File: config.mk
export PLATFORM = sky130hd
export DESIGN_NAME = issue_ctrl
export DESIGN_NICKNAME = d
export VERILOG_FILES = /design/src/rtl/simplerisc_pkg.sv /design/src/rtl/issue_scoreboard.sv /design/src/rtl/issue_ctrl.sv
export SDC_FILE = /design/constraint.sdc
export NUM_CORES = 1
export LEC_CHECK = 0
export BUFFER_PORTS_ARGS = -buffer_cell sky130_fd_sc_hd__buf_4
export CAP_MARGIN = 20
export CELL_PAD_IN_SITES_DETAIL_PLACEMENT = 2
export CELL_PAD_IN_SITES_GLOBAL_PLACEMENT = 2
export CORE_UTILIZATION = 32
export DETAILED_ROUTE_END_ITERATION = 16
export PLACE_DENSITY = 0.83
export SETUP_SLACK_MARGIN = 0.05
export SLEW_MARGIN = 0
export SYNTH_ARGS = -nofsm -noshare
export SYNTH_HDL_FRONTEND = slang
export SYNTH_SLANG_ARGS = --single-unit
File: constraint.sdc
create_clock -name clk -period 3.3 [get_ports clk]
set_clock_uncertainty 0.1 [all_clocks]
set_input_delay 0.165 -clock clk [delete_from_list [all_inputs] [get_ports clk]]
set_output_delay 0.165 -clock clk [all_outputs]
set_load 0.005 [all_outputs]
File: src/rtl/simplerisc_pkg.sv
// simplerisc_pkg: SimpleRisc opcodes, scoreboard indices and decode helpers
package simplerisc_pkg;
   localparam int NREG = 16;
   localparam logic [4:0] RA    = 5'd15;
   localparam logic [4:0] FLAGS = 5'd16;
   localparam logic [4:0] OP_ADD  = 5'd0;
   localparam logic [4:0] OP_SUB  = 5'd1;
   localparam logic [4:0] OP_MUL  = 5'd2;
   localparam logic [4:0] OP_DIV  = 5'd3;
   localparam logic [4:0] OP_MOD  = 5'd4;
   localparam logic [4:0] OP_CMP  = 5'd5;
   localparam logic [4:0] OP_AND  = 5'd6;
   localparam logic [4:0] OP_OR   = 5'd7;
   localparam logic [4:0] OP_NOT  = 5'd8;
   localparam logic [4:0] OP_MOV  = 5'd9;
   localparam logic [4:0] OP_LSL  = 5'd10;
   localparam logic [4:0] OP_LSR  = 5'd11;
   localparam logic [4:0] OP_ASR  = 5'd12;
   localparam logic [4:0] OP_NOP  = 5'd13;
   localparam logic [4:0] OP_LD   = 5'd14;
   localparam logic [4:0] OP_ST   = 5'd15;
   localparam logic [4:0] OP_BEQ  = 5'd16;
   localparam logic [4:0] OP_BGT  = 5'd17;
   localparam logic [4:0] OP_B    = 5'd18;
   localparam logic [4:0] OP_CALL = 5'd19;
   localparam logic [4:0] OP_RET  = 5'd20;

   typedef enum logic {RUN, BR_WAIT} state_e;

   function automatic logic writes_reg(input logic [4:0] op);
      return op <= OP_MOD || (op >= OP_AND && op <= OP_ASR) || op == OP_LD;
   endfunction

   function automatic logic reads_rs1(input logic [4:0] op);
      return op <= OP_OR || (op >= OP_LSL && op <= OP_ASR) || op == OP_LD || op == OP_ST;
   endfunction

   // every ALU op up to asr (including not/mov) takes rs2 unless the immediate replaces it
   function automatic logic reads_rs2(input logic [4:0] op, input logic imm);
      return !imm && op <= OP_ASR;
   endfunction

   function automatic logic is_branch(input logic [4:0] op);
      return op >= OP_BEQ && op <= OP_RET;
   endfunction
endpackage

File: src/rtl/issue_scoreboard.sv
// issue_scoreboard: pending-write bits for r0..r15 plus flags; ISSUE_CTRL_WB_BYPASS_EN exposes same-cycle clears
module issue_scoreboard
   import simplerisc_pkg::*;
(
   input  logic          clk,
   input  logic          rst,
   input  logic          set_i,
   input  logic [4:0]    set_idx_i,
   input  logic          wb_valid_i,
   input  logic [3:0]    wb_rd_i,
   input  logic          wb_flags_i,
   output logic [NREG:0] busy_o
);
   logic [NREG:0] pend_q, pend_d, set_v, clr_v;

   // a set in the same cycle as a clear of the same bit keeps the bit pending
   always_comb begin
      set_v = '0;
      clr_v = '0;
      set_v[set_idx_i] = set_i;
      clr_v[{1'b0, wb_rd_i}] = wb_valid_i;
      clr_v[FLAGS] = wb_flags_i;
      pend_d = (pend_q & ~clr_v) | set_v;
   end

   // pending bits register
   always_ff @(posedge clk) begin
      if (rst) pend_q <= '0;
      else pend_q <= pend_d;
   end

`ifdef ISSUE_CTRL_WB_BYPASS_EN
   assign busy_o = pend_q & ~clr_v;
`else
   assign busy_o = pend_q;
`endif
endmodule

File: src/rtl/issue_ctrl.sv
// issue_ctrl: in-order single-issue controller with scoreboard hazards and branch shadow; option ISSUE_CTRL_WB_BYPASS_EN
module issue_ctrl
   import simplerisc_pkg::*;
#(
   parameter int CNT_W = 16
) (
   input  logic             clk,
   input  logic             rst,
   input  logic             id_valid,
   output logic             id_ready,
   input  logic [4:0]       id_opcode,
   input  logic             id_imm,
   input  logic [3:0]       id_rd,
   input  logic [3:0]       id_rs1,
   input  logic [3:0]       id_rs2,
   output logic             ex_valid,
   input  logic             ex_ready,
   output logic [4:0]       ex_opcode,
   output logic             ex_imm,
   output logic [3:0]       ex_rd,
   output logic [3:0]       ex_rs1,
   output logic [3:0]       ex_rs2,
   input  logic             wb_valid,
   input  logic [3:0]       wb_rd,
   input  logic             wb_flags,
   input  logic             br_resolve,
   input  logic             br_taken,
   output logic             flush,
   output logic [CNT_W-1:0] stall_cnt
);
   state_e           state_q;
   logic             ex_valid_q, flush_q, ex_imm_q;
   logic [4:0]       ex_opcode_q;
   logic [3:0]       ex_rd_q, ex_rs1_q, ex_rs2_q;
   logic [CNT_W-1:0] stall_q;
   logic [NREG:0]    busy, need;
   logic [4:0]       tgt;
   logic             tgt_en, issue;

   issue_scoreboard u_sb (
      .clk        (clk),
      .rst        (rst),
      .set_i      (issue & tgt_en),
      .set_idx_i  (tgt),
      .wb_valid_i (wb_valid),
      .wb_rd_i    (wb_rd),
      .wb_flags_i (wb_flags),
      .busy_o     (busy)
   );

   // every source and the write target of the decode slot, as scoreboard bits
   always_comb begin
      tgt = id_opcode == OP_CALL ? RA : id_opcode == OP_CMP ? FLAGS : {1'b0, id_rd};
      tgt_en = writes_reg(id_opcode) || id_opcode == OP_CALL || id_opcode == OP_CMP;
      need = '0;
      if (reads_rs1(id_opcode)) need[{1'b0, id_rs1}] = 1'b1;
      if (reads_rs2(id_opcode, id_imm)) need[{1'b0, id_rs2}] = 1'b1;
      if (id_opcode == OP_ST) need[{1'b0, id_rd}] = 1'b1;
      if (id_opcode == OP_RET) need[RA] = 1'b1;
      if (id_opcode == OP_BEQ || id_opcode == OP_BGT) need[FLAGS] = 1'b1;
      if (tgt_en) need[tgt] = 1'b1;
   end

   assign issue = id_valid && !(|(need & busy)) && state_q == RUN && (!ex_valid_q || ex_ready) && !flush_q;

   // issue register, branch-shadow FSM, flush pulse and stall counter
   always_ff @(posedge clk) begin
      if (rst) begin
         state_q     <= RUN;
         ex_valid_q  <= 1'b0;
         ex_opcode_q <= '0;
         ex_imm_q    <= 1'b0;
         ex_rd_q     <= '0;
         ex_rs1_q    <= '0;
         ex_rs2_q    <= '0;
         flush_q     <= 1'b0;
         stall_q     <= '0;
      end else begin
         flush_q <= br_resolve && br_taken;
         if (issue) begin
            ex_valid_q  <= 1'b1;
            ex_opcode_q <= id_opcode;
            ex_imm_q    <= id_imm;
            ex_rd_q     <= id_rd;
            ex_rs1_q    <= id_rs1;
            ex_rs2_q    <= id_rs2;
         end else if (ex_ready) ex_valid_q <= 1'b0;
         if (issue && is_branch(id_opcode)) state_q <= BR_WAIT;
         else if (br_resolve) state_q <= RUN;
         if (id_valid && !issue && !flush_q && !(&stall_q)) stall_q <= stall_q + CNT_W'(1);
      end
   end

   assign id_ready  = issue;
   assign ex_valid  = ex_valid_q;
   assign ex_opcode = ex_opcode_q;
   assign ex_imm    = ex_imm_q;
   assign ex_rd     = ex_rd_q;
   assign ex_rs1    = ex_rs1_q;
   assign ex_rs2    = ex_rs2_q;
   assign flush     = flush_q;
   assign stall_cnt = stall_q;
endmodule

==> flow_metrics.tcl <==
set metrics [dict create \
    r2r-end "u_sb.busy_o[5]" \
    required_ps 3030 \
    worst_pin_slew_ps 689.2 \
    dieArea_um2 10320 \
    grt_use_total 0.2357 \
    finalPower_mw 1.415 \
    reg2reg_slack_ps 500 \
    ys_top_cells_by_area "dfxtp_1 (34%), mux2i_1 (6.3%), nor2_1 (4.5%)" \
    dr.pass1.iters 4 \
    fmax_mhz 334.9 \
    setup_viol 0 \
    cp_slowest_stage_delay_ps 510 \
    worstPathArrival_ps 2720 \
    finalNetCount 467 \
    crit_path_frequent_cell "buf_4" \
    synth.avg_cell_area_um2 8.328 \
    cts_setup_buffers 0 \
    drive_gt1_frac 0.2362 \
    num_vias 3236 \
    min_path_cells 3 \
    cp-start-kind "flop" \
    cts_root_buf "clkbuf_8" \
    drt_iter0_drc 196 \
    netlist_area_um2 3173 \
    drt_wl_total_um 11540 \
    h-tree-depth 2 \
    synth_cells 381 \
    yosysUniqueCellTypes 60 \
    die_height_um 101.6 \
    fin_crit_sh 0.9049 \
    relSlewSlack 0.5405 \
    cts_buffers 5 \
    clk_latency_ps 310 \
    fin_crit_ps 2986 \
    hold_end "ex_imm" \
    initial_core_util 0.3370 \
    hp-start "id_imm" \
    core_area_um2 9415 \
    cp-end-kind "primary output" \
    io_pins 67 \
    rsz0062_at_grt "no" \
    dp_hpwl_um 8599 \
    n_antenna_cell 0 \
    antenna_left 0 \
    p_per_area_nw_per_um2 365.1 \
    outcome "complete, no violations" \
    grt_pass1_vias 3404 \
    power_leakage_nw 1.449 \
    synth_fp_nets 412 \
    grt_pass1_wl_um 18700 \
    cts.clk_slew.worst_paths_ps 100 \
    die_x_um 101.6 \
    grt_max_degree 70 \
    syn_to_final_growth_pct 22.12 \
    slew_viol_final 0 \
    synth_commonest_cells "dfxtp_1 (54), nor2_1 (38), nand2_1 (24), o21ai_0 (24), mux2i_1 (20)" \
    gr-total-overflow 0 \
    hold_violations 0 \
    synth-seq-area-share 0.3407 \
    cts_tree "built" \
    synth_edf_count 0 \
    yosysMostFrequentCell "dfxtp_1" \
    async_flop_share 0 \
    antenna_found_initial 0 \
    drc 0 \
    synth_top_area_frac 0.3407 \
    yosysTopAreaCell "dfxtp_1" \
    vdd_drop_max_uv 169.1 \
    rows 35 \
    synthFlopType "dfxtp_1" \
    wl_per_cell_um 20.43 \
    yosys_warnings 0 \
    hp-class "input pin to flop" \
    vias_per_cell 5.727 \
    crit_path_cell_trace "mux4_2 -> inv_1 -> o32ai_1 -> a21oi_1 -> nand4_1 -> or3_1 -> inv_6 -> buf_4 -> buf_4" \
    cp_top_family "simple AND/OR/NAND/NOR gates" \
    maxCapViolCount 0 \
    portBuffers 66 \
    clockBufferDepth 2 \
    cp_slowest_cell "or3_1" \
    cp_max_fo 24 \
    rr_startpoint "u_sb.busy_o[4]" \
    clock-sinks 54 \
    reg2reg_depth 9 \
    routabilityCongestion 0.9187 \
    synth-seq-cells 54 \
    path_buf_inv 4 \
    tns_ps 0 \
    crit_type "flop to primary output" \
]
cell usage in the layout (no fill, tap or decap), drive strengths merged, types with 8 or more instances in the layout:
master   n
a21oi   16
buf     71
dfxtp   54
inv      9
mux2    10
mux2i   20
nand2   24
nand2b  13
nand3   13
nand4    8
nor2    38
nor2b   15
nor3     9
o21ai   26
o22ai   15
o31ai    8
or3     12
flip-flops by register name, indices dropped and copies added, names as in the netlist:
name / cells
stall_cnt: 16
u_sb.busy_o: 17
state_q: 1
ex_rd: 4
ex_rs1: 4
ex_opcode: 5
ex_imm: 1
ex_rs2: 4
flush: 1
ex_valid: 1
logic make-up after synthesis:
family	after synthesis	share of synthesized area
adders and majority gates	1	0.003943
buffers and inverters	34	0.05560
muxes	31	0.1057
and+or+nand+nor	169	0.2965
AOI/OAI and AO/OA	92	0.1976
DFF	54	0.3407
worst max path at each step:
| stage | slack (ps) | from | cells after the start | end |
|---|---|---|---|---|
| floorplan | 770 | id_opcode[2] | 13 | ex_rs2[2] |
| global placement | 400 | id_opcode[4] | 11 | ex_rs1[2] |
| detailed placement | 320 | id_opcode[0] | 10 | stall_cnt[15] |
| CTS | 320 | u_sb.busy_o[6] | 9 | id_ready |
| global route | 220 | u_sb.busy_o[4] | 9 | id_ready |
| finish | 310 | u_sb.busy_o[4] | 9 | id_ready |
area by class of cell:
cell class	count	area [um2]
inverters	9	38.79
clock buffers	6	82.58
repair buffers	73	565.5
clock inverters	1	30.03
flip-flops and latches	54	1081
well taps	129	161.4
multi-input cells	293	1916
fillers	1106	5540
per-layer routing:
layer,share of wire,up-vias,global-route usage
met5,0,-,0
met4,0.011,0,0.04236
met3,0.045,10,0.02277
met2,0.52,84,0.4381
met1,0.43,1624,0.2952
li1,-,1518,-
repair_timing:
item	CTS	global route
resized for setup	0	0
setup endpoints to repair	0	0
hold endpoints to repair	1	0
hold buffers	2	0
tightest hold or removal path: cells and delay by family:
kind | cells | cell delay (ps)
buf+inv | 1 | 100
mux | 1 | 60
simple gates | 1 | 70
metrics by stage:
step           cell area [um2]  setup WS (ps)  std cells  utilization  hold WS, ps
2_1_floorplan             3173          768.7        381            -        178.8
3_3_place_gp              3742          395.4        556       0.3975        279.8
3_5_place_dp              3742          316.3        556       0.3975        306.2
4_1_cts                   3875          324.0        565       0.4116        14.98
5_1_grt                   3875          222.0        565       0.4116        28.95
6_report                  3875          313.8        565       0.4116        17.09
where the power goes:
part | total [mW] | switching (mW) | leakage (nW) | internal (mW)
clock network | 0.471 | 0.228 | 0.0573 | 0.243
registers | 0.688 | 0.0152 | 0.439 | 0.673
logic | 0.256 | 0.148 | 0.953 | 0.108
total | 1.41 | 0.391 | 1.45 | 1.02
No activity file was read; power rests on OpenSTA's default activity.
